`config.mk`:
```
export PLATFORM = sky130hd
export DESIGN_NAME = rtc_calendar_flat
export DESIGN_NICKNAME = d
export VERILOG_FILES = /design/src/rtl/rtc_pkg.sv /design/src/rtl/rtc_calendar_if.sv /design/src/rtl/rtc_prescaler.sv /design/src/rtl/rtc_calendar.sv /design/src/flat_wrapper.sv
export SDC_FILE = /design/constraint.sdc
export NUM_CORES = 1
export LEC_CHECK = 0
export BUFFER_PORTS_ARGS = -buffer_cell sky130_fd_sc_hd__buf_2
export CAP_MARGIN = 20
export CORE_MARGIN = 4
export CORE_UTILIZATION = 40
export DETAILED_ROUTE_END_ITERATION = 12
export PLACE_DENSITY = 0.69
export SYNTH_ARGS = -nofsm -noshare
export SYNTH_HDL_FRONTEND = slang
export SYNTH_SLANG_ARGS = --single-unit
export TNS_END_PERCENT = 30
```
`constraint.sdc`:
```
create_clock -name clk -period 19.01 [get_ports clk]
set_input_delay 2.8515 -clock clk [delete_from_list [all_inputs] [get_ports clk]]
set_output_delay 2.8515 -clock clk [all_outputs]
set_load 0.02 [all_outputs]
```
`src/rtl/rtc_pkg.sv`:
```
// rtc_pkg: shared widths, set_field codes, time record type and calendar
// helper functions for the rtc_calendar slice.
package rtc_pkg;

  localparam int unsigned W_YEAR  = 16;
  localparam int unsigned W_MONTH = 4;
  localparam int unsigned W_DAY   = 5;
  localparam int unsigned W_HOUR  = 5;
  localparam int unsigned W_MIN   = 6;
  localparam int unsigned W_SEC   = 6;
  localparam int unsigned W_WEEK  = 3;
  localparam int unsigned W_FIELD = 3;
  localparam int unsigned W_VALUE = 16;

  localparam logic [W_FIELD-1:0] FIELD_SEC   = 3'd0;
  localparam logic [W_FIELD-1:0] FIELD_MIN   = 3'd1;
  localparam logic [W_FIELD-1:0] FIELD_HOUR  = 3'd2;
  localparam logic [W_FIELD-1:0] FIELD_DAY   = 3'd3;
  localparam logic [W_FIELD-1:0] FIELD_MONTH = 3'd4;
  localparam logic [W_FIELD-1:0] FIELD_YEAR  = 3'd5;
  localparam logic [W_FIELD-1:0] FIELD_AHOUR = 3'd6;
  localparam logic [W_FIELD-1:0] FIELD_AMIN  = 3'd7;

  typedef struct packed {
    logic [W_YEAR-1:0]  year;
    logic [W_MONTH-1:0] month;
    logic [W_DAY-1:0]   day;
    logic [W_HOUR-1:0]  hour;
    logic [W_MIN-1:0]   minute;
    logic [W_SEC-1:0]   second;
    logic [W_WEEK-1:0]  week;
  } rtc_time_t;

  function automatic logic is_leap(input logic [W_YEAR-1:0] year);
    return ((year % 16'd4) == 16'd0) &&
           (((year % 16'd100) != 16'd0) || ((year % 16'd400) == 16'd0));
  endfunction

  function automatic logic [W_DAY-1:0] days_in_month(input logic [W_MONTH-1:0] month,
                                                     input logic [W_YEAR-1:0]  year);
    logic [W_DAY-1:0] len;
    case (month)
      4'd2:                     len = is_leap(year) ? 5'd29 : 5'd28;
      4'd4, 4'd6, 4'd9, 4'd11:  len = 5'd30;
      default:                  len = 5'd31;
    endcase
    return len;
  endfunction

endpackage

```
`src/rtl/rtc_calendar_if.sv`:
```
// rtc_calendar_if: field-write handshake between a host (master) and the
// calendar (slave).
interface rtc_calendar_if;
  import rtc_pkg::*;

  logic               set_valid;
  logic               set_ready;
  logic [W_FIELD-1:0] set_field;
  logic [W_VALUE-1:0] set_value;
  logic               set_err;

  modport master (
    output set_valid, set_field, set_value,
    input  set_ready, set_err
  );

  modport slave (
    input  set_valid, set_field, set_value,
    output set_ready, set_err
  );

endinterface

```
`src/rtl/rtc_prescaler.sv`:
```
// rtc_prescaler: divides clk by CLK_HZ; tick is high for the single cycle in
// which the count sits at CLK_HZ-1 while enabled.
module rtc_prescaler #(
  parameter int unsigned CLK_HZ = 50_000_000
) (
  input  logic clk,
  input  logic rst_n,
  input  logic en,
  input  logic clr,
  output logic tick
);

  localparam int unsigned   CW   = (CLK_HZ > 1) ? $clog2(CLK_HZ) : 1;
  localparam logic [CW-1:0] LAST = CW'(CLK_HZ - 1);

  logic [CW-1:0] count_q;
  logic [CW-1:0] count_d;

  assign tick = en && (count_q == LAST);

  // next count: clear wins, wrap on tick, otherwise advance while enabled
  always_comb begin
    count_d = count_q;
    if (clr) begin
      count_d = '0;
    end else if (tick) begin
      count_d = '0;
    end else if (en) begin
      count_d = count_q + 1'b1;
    end
  end

  // count register
  always_ff @(posedge clk or negedge rst_n) begin
    if (!rst_n) begin
      count_q <= '0;
    end else begin
      count_q <= count_d;
    end
  end

endmodule

```
`src/rtl/rtc_calendar.sv`:
```
// rtc_calendar: binary real-time clock/calendar with field-write port.
// Optional alarm compare enabled by defining RTC_CALENDAR_ALARM_EN.
module rtc_calendar
  import rtc_pkg::*;
#(
  parameter int unsigned CLK_HZ    = 50_000_000,
  parameter int unsigned YEAR_BASE = 2000,
  parameter int unsigned YEAR_MAX  = 2099,
  parameter int unsigned WEEK_INIT = 6
) (
  input  logic               clk,
  input  logic               rst_n,
  input  logic               run,
  rtc_calendar_if.slave      set_if,
  output logic [W_YEAR-1:0]  year,
  output logic [W_MONTH-1:0] month,
  output logic [W_DAY-1:0]   day,
  output logic [W_HOUR-1:0]  hour,
  output logic [W_MIN-1:0]   minute,
  output logic [W_SEC-1:0]   second,
  output logic [W_WEEK-1:0]  week,
  output logic               sec_pulse,
  output logic               alarm_hit
);

  localparam logic [W_YEAR-1:0] YEAR_BASE_V = W_YEAR'(YEAR_BASE);
  localparam logic [W_YEAR-1:0] YEAR_MAX_V  = W_YEAR'(YEAR_MAX);
  localparam rtc_time_t RESET_TIME = '{
    year:   YEAR_BASE_V,
    month:  4'd1,
    day:    5'd1,
    hour:   '0,
    minute: '0,
    second: '0,
    week:   W_WEEK'(WEEK_INIT)
  };

  logic               tick;
  logic               clr;
  logic               accept;
  logic [W_VALUE-1:0] val;
  logic [W_DAY-1:0]   cur_dim;
  logic [W_DAY-1:0]   new_dim;

  rtc_time_t time_q, time_d;
  logic      sec_pulse_q, sec_pulse_d;
  logic      set_err_q, set_err_d;

`ifdef RTC_CALENDAR_ALARM_EN
  logic [W_HOUR-1:0] alarm_hour_q, alarm_hour_d;
  logic [W_MIN-1:0]  alarm_min_q, alarm_min_d;
  logic              alarm_hit_q, alarm_hit_d;
`endif

  rtc_prescaler #(
    .CLK_HZ (CLK_HZ)
  ) u_prescaler (
    .clk   (clk),
    .rst_n (rst_n),
    .en    (run),
    .clr   (clr),
    .tick  (tick)
  );

  assign set_if.set_ready = !tick;
  assign set_if.set_err   = set_err_q;
  assign accept           = set_if.set_valid && !tick;
  assign val              = set_if.set_value;
  assign cur_dim          = days_in_month(time_q.month, time_q.year);

  // next-state: tick carry chain has priority; otherwise apply an accepted write
  always_comb begin
    time_d      = time_q;
    sec_pulse_d = 1'b0;
    set_err_d   = 1'b0;
    clr         = 1'b0;
    new_dim     = cur_dim;
`ifdef RTC_CALENDAR_ALARM_EN
    alarm_hour_d = alarm_hour_q;
    alarm_min_d  = alarm_min_q;
    alarm_hit_d  = 1'b0;
`endif
    if (tick) begin
      sec_pulse_d = 1'b1;
      if (time_q.second == 6'd59) begin
        time_d.second = '0;
        if (time_q.minute == 6'd59) begin
          time_d.minute = '0;
          if (time_q.hour == 5'd23) begin
            time_d.hour = '0;
            time_d.week = (time_q.week == 3'd6) ? '0 : time_q.week + 1'b1;
            if (time_q.day == cur_dim) begin
              time_d.day = 5'd1;
              if (time_q.month == 4'd12) begin
                time_d.month = 4'd1;
                time_d.year  = (time_q.year == YEAR_MAX_V) ? YEAR_BASE_V : time_q.year + 1'b1;
              end else begin
                time_d.month = time_q.month + 1'b1;
              end
            end else begin
              time_d.day = time_q.day + 1'b1;
            end
          end else begin
            time_d.hour = time_q.hour + 1'b1;
          end
        end else begin
          time_d.minute = time_q.minute + 1'b1;
        end
`ifdef RTC_CALENDAR_ALARM_EN
        alarm_hit_d = (time_d.hour == alarm_hour_q) && (time_d.minute == alarm_min_q);
`endif
      end else begin
        time_d.second = time_q.second + 1'b1;
      end
    end else if (accept) begin
      case (set_if.set_field)
        FIELD_SEC: begin
          if (val <= 16'd59) begin
            time_d.second = val[W_SEC-1:0];
            clr           = 1'b1;
          end else begin
            set_err_d = 1'b1;
          end
        end
        FIELD_MIN: begin
          if (val <= 16'd59) time_d.minute = val[W_MIN-1:0];
          else               set_err_d     = 1'b1;
        end
        FIELD_HOUR: begin
          if (val <= 16'd23) time_d.hour = val[W_HOUR-1:0];
          else               set_err_d   = 1'b1;
        end
        FIELD_DAY: begin
          if (val >= 16'd1 && val <= W_VALUE'(cur_dim)) time_d.day = val[W_DAY-1:0];
          else                                          set_err_d  = 1'b1;
        end
        FIELD_MONTH: begin
          if (val >= 16'd1 && val <= 16'd12) begin
            time_d.month = val[W_MONTH-1:0];
            new_dim      = days_in_month(val[W_MONTH-1:0], time_q.year);
            if (time_q.day > new_dim) time_d.day = new_dim;
          end else begin
            set_err_d = 1'b1;
          end
        end
        FIELD_YEAR: begin
          if (val >= YEAR_BASE_V && val <= YEAR_MAX_V) begin
            time_d.year = val;
            new_dim     = days_in_month(time_q.month, val);
            if (time_q.day > new_dim) time_d.day = new_dim;
          end else begin
            set_err_d = 1'b1;
          end
        end
`ifdef RTC_CALENDAR_ALARM_EN
        FIELD_AHOUR: begin
          if (val <= 16'd23) alarm_hour_d = val[W_HOUR-1:0];
          else               set_err_d    = 1'b1;
        end
        FIELD_AMIN: begin
          if (val <= 16'd59) alarm_min_d = val[W_MIN-1:0];
          else               set_err_d   = 1'b1;
        end
`endif
        default: set_err_d = 1'b1;
      endcase
    end
  end

  // calendar state and one-cycle status pulses
  always_ff @(posedge clk or negedge rst_n) begin
    if (!rst_n) begin
      time_q      <= RESET_TIME;
      sec_pulse_q <= 1'b0;
      set_err_q   <= 1'b0;
    end else begin
      time_q      <= time_d;
      sec_pulse_q <= sec_pulse_d;
      set_err_q   <= set_err_d;
    end
  end

`ifdef RTC_CALENDAR_ALARM_EN
  // alarm compare registers and hit pulse
  always_ff @(posedge clk or negedge rst_n) begin
    if (!rst_n) begin
      alarm_hour_q <= '0;
      alarm_min_q  <= '0;
      alarm_hit_q  <= 1'b0;
    end else begin
      alarm_hour_q <= alarm_hour_d;
      alarm_min_q  <= alarm_min_d;
      alarm_hit_q  <= alarm_hit_d;
    end
  end
  assign alarm_hit = alarm_hit_q;
`else
  assign alarm_hit = 1'b0;
`endif

  assign year      = time_q.year;
  assign month     = time_q.month;
  assign day       = time_q.day;
  assign hour      = time_q.hour;
  assign minute    = time_q.minute;
  assign second    = time_q.second;
  assign week      = time_q.week;
  assign sec_pulse = sec_pulse_q;

endmodule

```
`src/flat_wrapper.sv`:
```
// flat-port wrapper written by rule: the top's interface ports become plain ports
module rtc_calendar_flat import rtc_pkg::*;
#(
  parameter int unsigned CLK_HZ    = 50_000_000,
  parameter int unsigned YEAR_BASE = 2000,
  parameter int unsigned YEAR_MAX  = 2099,
  parameter int unsigned WEEK_INIT = 6
)
  (clk, rst_n, run, year, month, day, hour, minute, second, week, sec_pulse, alarm_hit, set_if_set_valid, set_if_set_field, set_if_set_value, set_if_set_ready, set_if_set_err);
  rtc_calendar_if set_if_i ();
  input  logic clk;
  input  logic rst_n;
  input  logic run;
  output logic [W_YEAR-1:0] year;
  output logic [W_MONTH-1:0] month;
  output logic [W_DAY-1:0] day;
  output logic [W_HOUR-1:0] hour;
  output logic [W_MIN-1:0] minute;
  output logic [W_SEC-1:0] second;
  output logic [W_WEEK-1:0] week;
  output logic sec_pulse;
  output logic alarm_hit;
  input wire logic [$bits(set_if_i.set_valid)-1:0] set_if_set_valid;
  input wire logic [$bits(set_if_i.set_field)-1:0] set_if_set_field;
  input wire logic [$bits(set_if_i.set_value)-1:0] set_if_set_value;
  output wire logic [$bits(set_if_i.set_ready)-1:0] set_if_set_ready;
  output wire logic [$bits(set_if_i.set_err)-1:0] set_if_set_err;
  assign set_if_i.set_valid = set_if_set_valid;
  assign set_if_i.set_field = set_if_set_field;
  assign set_if_i.set_value = set_if_set_value;
  assign set_if_set_ready = set_if_i.set_ready;
  assign set_if_set_err = set_if_i.set_err;
  rtc_calendar #(.CLK_HZ(CLK_HZ), .YEAR_BASE(YEAR_BASE), .YEAR_MAX(YEAR_MAX), .WEEK_INIT(WEEK_INIT)) u_core (.clk(clk), .rst_n(rst_n), .run(run), .set_if(set_if_i), .year(year), .month(month), .day(day), .hour(hour), .minute(minute), .second(second), .week(week), .sec_pulse(sec_pulse), .alarm_hit(alarm_hit));
endmodule
```
==> impl_metrics.toml <==
[logic_synthesis]
syn_nets = 1276
syn_inst = 1236
ys_ff_latch = 73
yosysWarnings = 0
synth_top_flop_cell = "dfrtp_1"
syn-mean-instance-area_um2 = 7.35
yosysTopAreaCellShare = 0.174
netlist_top_cells_area = "dfrtp_1 17%, nor2_1 5.6%, a21oi_1 5.2%, o21ai_0 3.9%, nand2_1 3.5%"
yosysTopAreaCell = "dfrtp_1"
syn_area_mm2 = 0.00908
synth.distinct_cells = 111
synth.yosys.seq_area_share = 0.202
synth_edf_count = 0
synthArstFlopShare = 1.00

[drt]
routedWlPerCell_um = 17.7
dr.pass1.iters = 5
remaining_drc_errors = 0
drt-vias-per-instance = 6.35
vias = 9693
drtIter0Drc = 1060
drt_wl_total_um = 27100
ant_nets = 0

[worst_setup_path]
cp_common_cell = "nor2_1"
arrival_ps = 10790
reg2reg_from = "u_core.year[12]"
cp-end-kind = "flip-flop"
timing.reg2reg.worst_path_depth = 31
crit_fanout = 22
worst-path-buf-inv = 1
cp_slowest_cell = "a32oi_1"
critPathKind = "in2reg"
r2r_slack_ps = 9930
cp_slowest_stage_delay_ps = 490
cp.required_ps = 19280
start_kind = "input port"
critPathTopFamily = "compound AO/OA/AOI/OAI gates"
r2r_end = "u_core.day[0]"

[timing]
finalCritPeriodShare = 0.553
worst_clock_skew_ps = 7.61
worst_slew_pin_slew_ps = 930
hold_slack_ps = 535
min_period_ps = 10520
slew_viol_final = 0
final_hold_viol_count = 0
fin_ws_ps = 8490
fmax_mhz = 95.1
tns_ps = 0
rsz0062_at_grt = "false"
timing.slew.headroom = 0.380
finalSetupViolations = 0

[clocking]
cts.path.max_buffers = 2
cts.sinks = 73
insertion_delay_ps = 340
cts_root_buf = "clkbuf_16"
cts_resized = 0
clk_pin_slew_ps = 60
hold_buffers = 0
cts_tree = "done"
cts_buffers = 9
h-tree-depth = 3
post_cts.repair.setup_buffers = 0

[grt]
use_met2 = 0.335
gr-usage-met3 = 0.0285
track_usage = 0.203
antenna_found_initial = 0
gr-usage-met1 = 0.286
grt_max_degree = 74
grt_pass1_vias = 8770
grt.busiest_layer = "met2"
grt_overflow_total = 0
grt_pass1_wl_um = 44800

[min_path]
worstHoldStart = "u_core.week[1]"
hp-class = "reg2reg"
holdPathStages = 2
holdPathEnd = "u_core.week[1]"

[cells_and_area]
drive_above_1_share = 0.131
fin_nets = 1280
areaGrowthSynthToFinish_pct = 7.53
nFillCells = 2251

[floorplan]
rows = 54
initial_core_util = 0.411
core_area_mm2 = 0.0221
die_area_mm2 = 0.0252
die_width_um = 159
die_y_um = 159
io_pins = 72

[placed_design]
place_congestion = 0.906
port_buffers = 70
dp_hpwl_um = 19700
dp_slack_ps = 8220

[power_and_ir_drop]
leakage_nw = 3.93
vdd_drop_max_v = 0.0000827
p_per_area_mw_per_mm2 = 73.7

[flow_run]
drv_cap = 0

[status]
status = "finished, final reports clean"
report_power, final:
part           switching [mW]  internal (mW)  leakage (nW)  total (mW)
Sequential             0.0117          0.164         0.891       0.176
Combinational           0.216          0.137          2.87       0.353
Clock                  0.0709          0.121         0.166       0.191
Total                   0.299          0.422          3.93       0.720
area by class of cell:
class                           instances  area (um^2)  area share
Antenna cell                            1         2.50    0.000256
Inverter                               46          173      0.0177
Timing Repair Buffer                   74          383      0.0392
Clock inverter                          6         97.6     0.00999
Sequential cell                        73         1840       0.188
Clock buffer                           10          239      0.0245
Tap cell                              280          350      0.0359
Multi-Input combinational cell       1036         6690       0.684
routing by layer:
metal / vias to the layer above / part of all wire / wire length [um]
met5: - / 0 / 0
li1: 4738 / - / -
met1: 4603 / 0.46 / 12500
met4: 0 / 0.017 / 465
met3: 34 / 0.055 / 1500
met2: 318 / 0.47 / 12600
metrics by stage:
stage                util  cells  total power [mW]  area, um^2
floorplan               -   1236             0.463        9080
global placement    0.427   1509             0.520        9430
detailed placement  0.427   1509             0.523        9430
CTS                 0.442   1525             0.716        9770
global route        0.442   1525             0.767        9770
finish              0.442   1526             0.720        9770
cell families after synthesis:
logic type | Yosys count | synth area share
other | 1 | 0.000413
buffers and inverters | 127 | 0.0622
muxes | 26 | 0.0320
xor gates and xnor gates | 40 | 0.0402
and+or+nand+nor | 499 | 0.281
DFF | 73 | 0.202
adders and majority gates | 18 | 0.0245
AOI/OAI and AO/OA | 452 | 0.358
flip-flops by register name, indices dropped and copies added, names as in the netlist:
name,cells
u_core.second,6
u_core.month,4
u_core.sec_pulse,1
u_core.minute,6
u_core.hour,5
u_core.u_prescaler.count_q,26
u_core.week,3
u_core.day,5
u_core.year,16
u_core.set_if.set_err,1
cells in the mapped netlist, types with 11 or more instances:
master    number
nor2_1       136
a21oi_1       94
nand2_1       85
o21ai_0       70
dfrtp_1       63
nand3_1       54
nor3_1        48
inv_1         43
clkbuf_1      41
buf_2         26
o211ai_1      26
and3_1        23
a211oi_1      22
xnor2_1       21
a31oi_1       19
nor2b_1       18
ha_1          17
o22ai_1       17
xor2_1        17
or3_1         16
mux2i_1       15
nand4_1       15
a21o_1        14
nor4_1        14
and2_1        13
o31ai_1       13
nand2b_1      12
a221oi_1      11
o21a_1        11
worst max path at each step:
stage,end,from,cells after the start,slack [ps]
after floorplan,u_core.day[0],set_if_set_value[12],31,9180
after global placement,u_core.day[0],set_if_set_value[15],29,8480
after detailed placement,u_core.day[0],set_if_set_value[15],29,8220
after CTS,u_core.day[0],set_if_set_value[15],29,8580
after global routing,u_core.day[0],set_if_set_value[15],31,7760
final,u_core.day[0],set_if_set_value[15],29,8490
worst reg2reg max path: cells and delay by family (launching register included):
kind                     cells  cell delay (ps)
AO/OA/AOI/OAI               20             5620
AND/OR/NAND/NOR              8             1930
flip-flops                   1              890
multiplexers                 1              340
adder cells (fa/ha/maj)      1              130
buffers and inverters        1               80
placed cells by master, fill, tap and decap left out, types with 8 or more instances in the layout:
cell type,synthesis,routed
o221ai_1,8,8
o21a_1,11,11
inv_1,43,43
o211ai_1,26,26
xor2_1,17,17
a21oi_1,94,94
nor2_1,136,136
or3_1,16,16
a21o_1,14,14
mux2i_1,15,15
a211oi_1,22,22
and2_1,13,13
nor2b_1,18,18
a221oi_1,11,11
nand3b_1,8,8
o22ai_1,17,17
o21ai_1,8,8
o21ai_0,70,70
nand4_1,15,15
or2_2,10,10
ha_1,17,17
clkbuf_16,0,9
nor3_1,48,47
nand2_1,85,85
nand2b_1,12,12
o31ai_1,13,13
o2111ai_1,9,9
a31oi_1,19,19
and3_1,23,23
nand3_1,54,54
buf_2,26,69
xnor2_1,21,21
nor4_1,14,14
dfrtp_1,63,63
dfstp_2,10,10
(Power assumes the default switching activity.)
